`src/rtl/ram_byte_writer.sv`:
```
// Buffers 32-bit store requests in a FIFO and serializes them into byte writes on an 8-bit RAM port.
// Optional write counter output wr_count is enabled by defining RAM_BYTE_WRITER_COUNT_EN.
module ram_byte_writer #(
    parameter int unsigned ADDR_W     = 8,
    parameter int unsigned FIFO_DEPTH = 4
) (
    input  logic              clk,
    input  logic              rst,
    input  logic              enable,
    input  logic              req_valid,
    output logic              req_ready,
    input  logic [31:0]       req_addr,
    input  logic [31:0]       req_data,
    input  logic [3:0]        req_be,
    output logic [ADDR_W-1:0] ram_address,
    output logic [7:0]        ram_data,
    output logic              ram_wren,
    output logic              busy,
    output logic              done
`ifdef RAM_BYTE_WRITER_COUNT_EN
    ,
    output logic [15:0]       wr_count
`endif
);

    localparam int unsigned WORD_W  = ADDR_W - 2;
    localparam int unsigned ENTRY_W = WORD_W + 36;
    localparam int unsigned PTR_W   = $clog2(FIFO_DEPTH);
    localparam logic [PTR_W:0] FULL_CNT = FIFO_DEPTH[PTR_W:0];

    typedef enum logic {
        S_IDLE,
        S_WRITE
    } state_t;

    // FIFO storage and pointers
    logic [ENTRY_W-1:0] r_mem [FIFO_DEPTH];
    logic [PTR_W-1:0]   r_wr_ptr;
    logic [PTR_W-1:0]   r_rd_ptr;
    logic [PTR_W:0]     r_count;

    // Working registers of the request being serialized
    state_t             r_state;
    logic [WORD_W-1:0]  r_addr;
    logic [31:0]        r_data;
    logic [3:0]         r_be;
    logic [1:0]         r_idx;

    logic [ADDR_W-1:0]  r_ram_address;
    logic [7:0]         r_ram_data;
    logic               r_ram_wren;
    logic               r_done;

    logic               w_full;
    logic               w_empty;
    logic               w_push;
    logic               w_pop;
    logic [ENTRY_W-1:0] w_head;
    logic [WORD_W-1:0]  w_head_addr;
    logic [31:0]        w_head_data;
    logic [3:0]         w_head_be;
    logic [3:0]         w_avail;
    logic [1:0]         w_sel;
    logic               w_found;
    logic [3:0]         w_rest;
    logic [7:0]         w_byte;
    logic               w_unused_addr_bits;

    assign w_full  = (r_count == FULL_CNT);
    assign w_empty = (r_count == '0);
    assign w_push  = req_valid && !w_full;
    assign w_pop   = (r_state == S_IDLE) && enable && !w_empty;

    assign w_head      = r_mem[r_rd_ptr];
    assign w_head_addr = w_head[ENTRY_W-1:36];
    assign w_head_data = w_head[35:4];
    assign w_head_be   = w_head[3:0];

    assign w_unused_addr_bits = ^{req_addr[31:ADDR_W], req_addr[1:0]};

    always_ff @(posedge clk) begin
        if (w_push) begin
            r_mem[r_wr_ptr] <= {req_addr[ADDR_W-1:2], req_data, req_be};
        end
    end

    always_ff @(posedge clk or negedge rst) begin
        if (!rst) begin
            r_wr_ptr <= '0;
            r_rd_ptr <= '0;
            r_count  <= '0;
        end else begin
            if (w_push) begin
                r_wr_ptr <= r_wr_ptr + 1'b1;
            end
            if (w_pop) begin
                r_rd_ptr <= r_rd_ptr + 1'b1;
            end
            case ({w_push, w_pop})
                2'b10:   r_count <= r_count + 1'b1;
                2'b01:   r_count <= r_count - 1'b1;
                default: r_count <= r_count;
            endcase
        end
    end

    // Bytes already written are cleared from r_be, so the lowest remaining bit at or above r_idx is next
    always_comb begin
        w_avail = r_be & (4'b1111 << r_idx);
        w_sel   = 2'd0;
        w_found = 1'b0;
        for (int unsigned i = 0; i < 4; i++) begin
            if (w_avail[i] && !w_found) begin
                w_sel   = 2'(i);
                w_found = 1'b1;
            end
        end
        w_rest = r_be & ~(4'b0001 << w_sel);
        case (w_sel)
            2'd0:    w_byte = r_data[7:0];
            2'd1:    w_byte = r_data[15:8];
            2'd2:    w_byte = r_data[23:16];
            default: w_byte = r_data[31:24];
        endcase
    end

    always_ff @(posedge clk or negedge rst) begin
        if (!rst) begin
            r_state       <= S_IDLE;
            r_addr        <= '0;
            r_data        <= '0;
            r_be          <= '0;
            r_idx         <= '0;
            r_ram_address <= '0;
            r_ram_data    <= '0;
            r_ram_wren    <= 1'b0;
            r_done        <= 1'b0;
        end else if (enable) begin
            r_ram_wren <= 1'b0;
            r_done     <= 1'b0;
            case (r_state)
                S_IDLE: begin
                    if (!w_empty) begin
                        r_addr <= w_head_addr;
                        r_data <= w_head_data;
                        r_be   <= w_head_be;
                        r_idx  <= '0;
                        if (w_head_be == '0) begin
                            r_done <= 1'b1;
                        end else begin
                            r_state <= S_WRITE;
                        end
                    end
                end
                S_WRITE: begin
                    r_ram_wren    <= 1'b1;
                    r_ram_address <= {r_addr, w_sel};
                    r_ram_data    <= w_byte;
                    r_be          <= w_rest;
                    if (w_rest == '0) begin
                        r_done  <= 1'b1;
                        r_idx   <= '0;
                        r_state <= S_IDLE;
                    end else begin
                        r_idx <= w_sel + 2'd1;
                    end
                end
                default: r_state <= S_IDLE;
            endcase
        end else begin
            r_ram_wren <= 1'b0;
            r_done     <= 1'b0;
        end
    end

`ifdef RAM_BYTE_WRITER_COUNT_EN
    logic [15:0] r_wr_count;

    always_ff @(posedge clk or negedge rst) begin
        if (!rst) begin
            r_wr_count <= '0;
        end else if (r_ram_wren) begin
            r_wr_count <= r_wr_count + 16'd1;
        end
    end

    assign wr_count = r_wr_count;
`endif

    assign req_ready   = !w_full;
    assign busy        = !w_empty || (r_state != S_IDLE);
    assign ram_address = r_ram_address;
    assign ram_data    = r_ram_data;
    assign ram_wren    = r_ram_wren;
    assign done        = r_done;

endmodule
```
`config.mk`:
```
export PLATFORM = sky130hd
export DESIGN_NAME = ram_byte_writer
export DESIGN_NICKNAME = d
export VERILOG_FILES = /design/src/rtl/ram_byte_writer.sv
export SDC_FILE = /design/constraint.sdc
export NUM_CORES = 1
export LEC_CHECK = 0
export CAP_MARGIN = 25
export CORE_MARGIN = 5
export CORE_UTILIZATION = 40
export DETAILED_ROUTE_END_ITERATION = 6
export PLACE_DENSITY_LB_ADDON = 0.08
export SYNTH_ARGS = -nofsm -noshare
export SYNTH_HDL_FRONTEND = slang
export SYNTH_SLANG_ARGS = --single-unit
```
`constraint.sdc`:
```
create_clock -name clk -period 2.1 [get_ports clk]
set_input_delay 0.21 -clock clk [delete_from_list [all_inputs] [get_ports clk]]
set_output_delay 0.21 -clock clk [all_outputs]
set_load 0.1 [all_outputs]
```
After elaboration in Yosys (flattened, before gate mapping):

Memories as Yosys holds them, arrays and structs flattened.
Index checks and enable logic that the tools add are counted.

* memories: 1
* word-level logic and storage cells: 77
* bits in registers: 70
* output and inout bits: 20
* memory bits (read-only): 0
* input port bits: 72
* bits in writable memories: 168
* latch bits: 0

* div/mod/pow operators: 0
* equal/unequal tests: 6
* mux-type cells: 26
* $add $sub $neg: 5
* bitwise logic cells: 5
* multiply operators: 0
* order comparisons: 0
* reduce and logical (&&, ||, !) cells: 20
* shift operators: 2

Memory list
* r_mem: words 4, bits a word 42, read ports 1, clocked after memory_dff 0, wr ports 1, RTL line 37 `logic [ENTRY_W-1:0] r_mem [FIFO_DEPTH];`

Operators with widths (number)
* 8-bit one-hot mux with 3 select lines: 1
* 1-bit 2-to-1 mux: 15
* 4-bit AND: 2
* 4-bit logical NOT: 2
* 2-bit 2-to-1 mux: 4
* 4-bit one-hot mux with 2 select lines: 1
* 2-bit by 1-bit adder with 2-bit output, second input constant: 3
* 1-bit logical AND: 6
* 3-bit one-hot mux with 2 select lines: 1
* 1-bit logical NOT: 5
* 2-bit by 1-bit == test with 1-bit output, second input constant: 2
* 2-bit == test, second input constant: 2
* 4-bit 2-to-1 mux: 1
* 4-bit NOT: 1
* 1-bit one-hot mux with 2 select lines: 2
* 2-bit one-hot mux with 2 select lines: 1
* 2-bit AND reduction: 2
* 1-bit by 2-bit left shift with 4-bit output, first input constant: 1
* 4-bit by 2-bit left shift with 4-bit output, first input constant: 1
* 3-bit by 1-bit adder with 3-bit output, second input constant: 1
* 3-bit == test, second input constant: 1
* 3-bit logical NOT: 1
* 3-bit AND reduction: 1
* 3-bit by 1-bit subtractor with 3-bit output, second input constant: 1
* 5 further kinds: 6

Logic depth before layout (Yosys ltp):

* depth in word-level cells: 19
* mapped depth: 11
* gate-level depth less buffers: 10

Worst setup path before layout:

Ideal clock, no wire load.

* kind: reg2reg
* from: reg r_count[0]
* to: reg r_count[2]
* stages on the path, launching flop included: 11
* data required time: 2.021 ns
* path slack: -0.832 ns
* arrival time: 2.853 ns
* setup time: 0.079 ns
* clock period less this slack: 2.932 ns
* buffers on the path: 0
* cell sequence: dfrtp_1 inv_1 nand3_1 and2_1 inv_1 ha_1 inv_1 fa_1 xor2_1 nor2_1 xor2_1

* longest elaborated chain between the ends: 5
* elaborated cells on any way between the ends: 12
* classes of those cells: add/sub: 2; eq/ne: 3; mux: 1; reduce/logical: 6

RTL lines
* start, declared: RTL line 40 `logic [PTR_W:0] r_count;`
* start signal, assigned: RTL line 100 `2'b10: r_count <= r_count + 1'b1;`
* start signal, assigned: RTL line 101 `2'b01: r_count <= r_count - 1'b1;`
* start signal, assigned: RTL line 102 `default: r_count <= r_count;`
* 3-bit == test *: RTL line 69 `assign w_full = (r_count == FULL_CNT);`
* 1-bit logical NOT *
* via req_ready: RTL line 11 `output logic req_ready,`
* 1-bit logical AND *: RTL line 71 `assign w_push = req_valid && !w_full;`
* 2-bit by 1-bit == test with 1-bit output / 2-bit == test (equally long branches): RTL line 99 `case ({w_push, w_pop})`
* 3-bit one-hot mux with 2 select lines / 2-bit nonzero test (equally long branches)

The timed path passes the listed nets; every way through them passes the cells marked *.
A chain may end at the register's enable or synchronous reset.

Worst setup path after layout:

* from: reg r_idx[1]
* to: reg r_ram_data[0], in the netlist ram_data[0]

* longest elaborated chain between the ends: 14
* elaborated cells on any way between the ends: 18
* classes of those cells: eq/ne: 2; shift: 1; mux: 7; bitwise: 1; reduce/logical: 7

RTL lines
* start, declared: RTL line 47 `logic [1:0] r_idx;`
* start signal, assigned: RTL line 165 `r_idx <= w_sel + 2'd1;`
* 4-bit by 2-bit left shift with 4-bit output *: RTL line 109 `w_avail = r_be & (4'b1111 << r_idx);`
* 4-bit AND *: RTL line 109
* 1-bit 2-to-1 mux: RTL line 113 `if (w_avail[i] && !w_found) begin`
* 1-bit logical NOT: RTL line 113
* 1-bit logical AND: RTL line 113
* 1-bit 2-to-1 mux: RTL line 113
* 1-bit logical NOT: RTL line 113
* 1-bit logical AND: RTL line 113
* 1-bit 2-to-1 mux: RTL line 113
* 1-bit logical NOT: RTL line 113
* 1-bit logical AND: RTL line 113
* 2-bit 2-to-1 mux *: RTL line 113
* 2-bit == test, or another cell as far along: RTL line 119 `case (w_sel)`
* 8-bit one-hot mux with 3 select lines *: RTL line 119
* end signal, assigned: RTL line 158 `r_ram_data <= w_byte;`
* end, declared: RTL line 50 `logic [7:0] r_ram_data;`

Every way passes the cells marked *; elsewhere a longest branch is shown, timed or not.

==> results.txt <==
Among the stages of the critical path, the cell type that occurs most often is buf_4. The detailed placement HPWL is approximately 12 mm. The number of DRC violations after detailed routing came out at 0. The share of cells above drive strength 1 came out at 37.2%. The final setup violation count came out at 3. The overall die height is 162 um. The wire length per cell came out at 20.5 um. During synthesis, Yosys emitted a total of 0 warnings. The area of the die is 0.0263 mm^2. The power density over the cells came out at 1640 mW/mm^2. After detailed placement, the total cell area comes to 0.0106 mm^2. In this run the register-to-register setup slack is -0.08 ns. The count of final hold-check violations came out at 0.

Setup repair after global routing could not meet its margin everywhere. The number of nets in the finished design is 669. Row generation in the floorplan step produced 55 rows. In the synthesized netlist, the cells that appear most often are edfxtp_1 (168), dfrtp_1 (70), mux4_2 (42). The kind of start point of the critical path is a flip-flop. The count of pins over their slew limit is 0.

The maximum fanout encountered on the critical timing path is 8. The flip-flop and latch count after synthesis is between 200 and 250. The required time reported for the critical path endpoint is about 2.5 ns. The TritonCTS clock tree is done. The final reports fail on setup timing. The post-synthesis sequential area ratio came out at 73.4%. The number of filler instances in the final layout is 1884. Derived from the worst setup path, the maximum achievable clock frequency is 458 MHz. The slowest library cell on the worst path is a222oi_1. Summing all multi-input logic gate instances after layout gives about 0.0024 mm^2. Measured against its own limit, the worst slew margin works out to 65.5%.

Summing over every cut layer, the via total after detailed routing is between 4000 and 5000. In the post-synthesis netlist, the biggest area contributors are edfxtp_1 (54%), dfrtp_1 (19%), mux4_2 (10%), mux2_4 (5.2%), mux2_1 (1.6%). The total non-filler cell area in the finished layout came out at 0.0116 mm^2. The endpoint of the worst-slack reg-to-reg timing path is ram_data[0]. The via density per instance came out at 5.12. The number of enable flip-flop cells after synthesis came out at about 170. For this block, the routed nets add up to 18.3 mm of wire. The die boundary width came out at ~160 um. The global-route wire length before repair is 28.8 mm.

The delay of the slowest cell on the worst path is 0.50 ns. Summed over all layers, the global routing overflow is 0. The number of global-route vias before repair came to 4988. The clock latency reported for the late side of the worst-skew pair is 0.53 ns. The design draws 0.0191 W. The cell depth of the worst setup path came out at 9. IR analysis of the VDD net gives a maximum drop of about 0.00077 V. The flow ran to the end, but the final reports show violations.

The number of clock sinks seen by CTS came out at 238. Summing every instance area after synthesis gives slightly above 0.009 mm^2. The antenna violation net count after detailed routing came out at 0. The leakage component of the power is 4.32 nW. The number of nets produced by synthesis came out at 542. For this run, the leading register cell type out of synthesis is edfxtp_1. The effective utilization at floorplan is 40.8%. CTS built an H-tree with a depth of 1. The signal on the critical path passes through mux2i_1 -> o2bb2ai_2 -> buf_4 -> ha_4 -> a222oi_1 -> buf_4 -> nor2_2 -> a21oi_2 -> o21ai_1. During placement, the flow inserted port buffers numbering 65. Averaged over all synthesized cells, the footprint is 20.1 um^2.

The fraction of synthesized cell area taken by the top area cell type came out at a little over half. The length in cells of the worst reg-to-reg path came out at 9. The flip-flop and latch area came out at 0.00680 mm^2.

The floorplan step defined a core boundary enclosing 0.0227 mm^2. The total track usage is 14.2%. The transition at the pin with the smallest max-transition slack came out at roughly 0.5 ns. edfxtp_1 is the most common cell in the netlist.

The instance count of the mapped netlist came out at 460. The tree is rooted in a clkbuf_16. The post-layout worst setup margin came out at -0.0838 ns. edfxtp_1 takes more of the synthesized area than any other cell.

The fraction of the cycle the final worst path needs came out at 104%. The largest net degree at the start of global routing is 62. The worst hold path belongs to the class in2async. The fraction of registers with async set/reset is between 20 and 30%. The number of antenna diodes in the final layout is 0.

The final estimated routing congestion in global placement is 0.730. The tool flagged a number of max-cap violations equal to 0. The buffers plus inverters on the worst setup path came out at 2. The length of the first detailed-routing pass in iterations is 6.

The layout overhead on the synthesized area came out at 25.6%. Grouping stages by cell kind, the critical path spends the most delay in compound AO/OA/AOI/OAI gates. The startpoint identified for the worst register-to-register timing path is r_idx[1].

The clock transition time at the flip-flop clock pins of the worst setup and hold paths came out at 0.06 ns. The number of library cell types mapped by synthesis is 38. STA classifies the critical path endpoint as a flip-flop.

The initial antenna violation count came to 0. The worst path in the final design needs a cycle of 2.18 ns, including I/O delays and setup. The final core area utilization came out at 51.3%. The maximum clock skew at final layout came out at ~0.0094 ns. The deepest clock path buffer count came out at 3. The number of buffers created by CTS is 27.

The startpoint-to-endpoint class of the critical path is reg2reg. The total I/O pin count is 92. In this run, the number of DRC markers left after iteration 0 of detailed routing was ~260. The arrival time at the worst endpoint is 2.59 ns.
[per-layer routing]
metal / GRT usage, % / vias up / part of all wire (%)
met5: 0 / - / 0
met4: 3.58 / 0 / 2.3
met3: 2.61 / 29 / 3.8
met2: 24.0 / 93 / 50
met1: 19.1 / 2366 / 44
li1: - / 2083 / -
[area by class of cell]
type                       instances  share of cell area, %
inverter                          13                  0.484
tap                              285                   3.06
clock inverter                     8                  0.838
timing repair buffer             119                   9.61
multi-input combinational        188                   20.6
sequential                       238                   58.4
clock buffer                      42                   6.98
[what timing repair did]
action                                  in CTS  in global routing
gates resized for setup                     11                 18
hold endpoints to repair                    70                  0
endpoints found under the setup margin      14                 13
setup buffers                                4                  5
pin swaps                                    8                 18
hold buffers                                 1                  0
[cell usage in the layout, fill, tap and decap left out, types with 9 or more instances in the layout]
master           instances
nand2_1                 13
buf_12                   9
dfrtp_1                 67
buf_4                   65
clkbuf_16               27
mux2_4                  32
mux4_2                  42
mux2_1                  13
clkdlybuf4s50_1         44
edfxtp_1               168
[how the worst max path moves through the flow]
stage,from,end,slack [ns]
final,r_idx[1],ram_data[0],-0.08
after global routing,r_idx[1],ram_data[0],-0.11
after CTS,r_idx[1],ram_data[4],-0.07
after detailed placement,r_idx[1],ram_data[4],-0.27
after global placement,r_idx[1],ram_data[4],-0.25
after floorplan,r_state,r_count[2],-0.35
[registers in the layout, indices dropped and copies added (netlist names)]
register,count
done,1
r_addr,6
r_be,4
r_count,3
r_data,32
r_idx,2
r_mem,168
r_rd_ptr,2
r_state,1
r_wr_ptr,2
ram_address,8
ram_data,8
ram_wren,1
[power by group]
group	internal [W]	switching [W]	leakage (nW)	total [W]
clock network	0.00290	0.00176	0.451	0.00466
logic	0.00337	0.00394	1.49	0.00731
registers	0.00645	0.000713	2.38	0.00716
total	0.0127	0.00641	4.32	0.0191
[logic make-up after synthesis]
group / share of synthesized area (%)
buf+inv: 2.11
simple gates: 2.00
fa+ha+maj: 1.43
xor+xnor: 0.567
mux: 17.1
compound gates: 3.46
flops: 73.4
[through the flow]
stage	setup TNS, ns	instances	setup slack, ns	hold WS, ns
final	-0.177	893	-0.0838	0.0730
after global routing	-0.828	893	-0.113	0.0729
after CTS	-0.129	888	-0.0723	0.0477
after detailed placement	-1.40	833	-0.266	0.0586
after global placement	-0.866	833	-0.249	0.0547
after floorplan	-0.678	460	-0.349	-0.0856
Note: power is estimated with default switching activity, not from simulation.
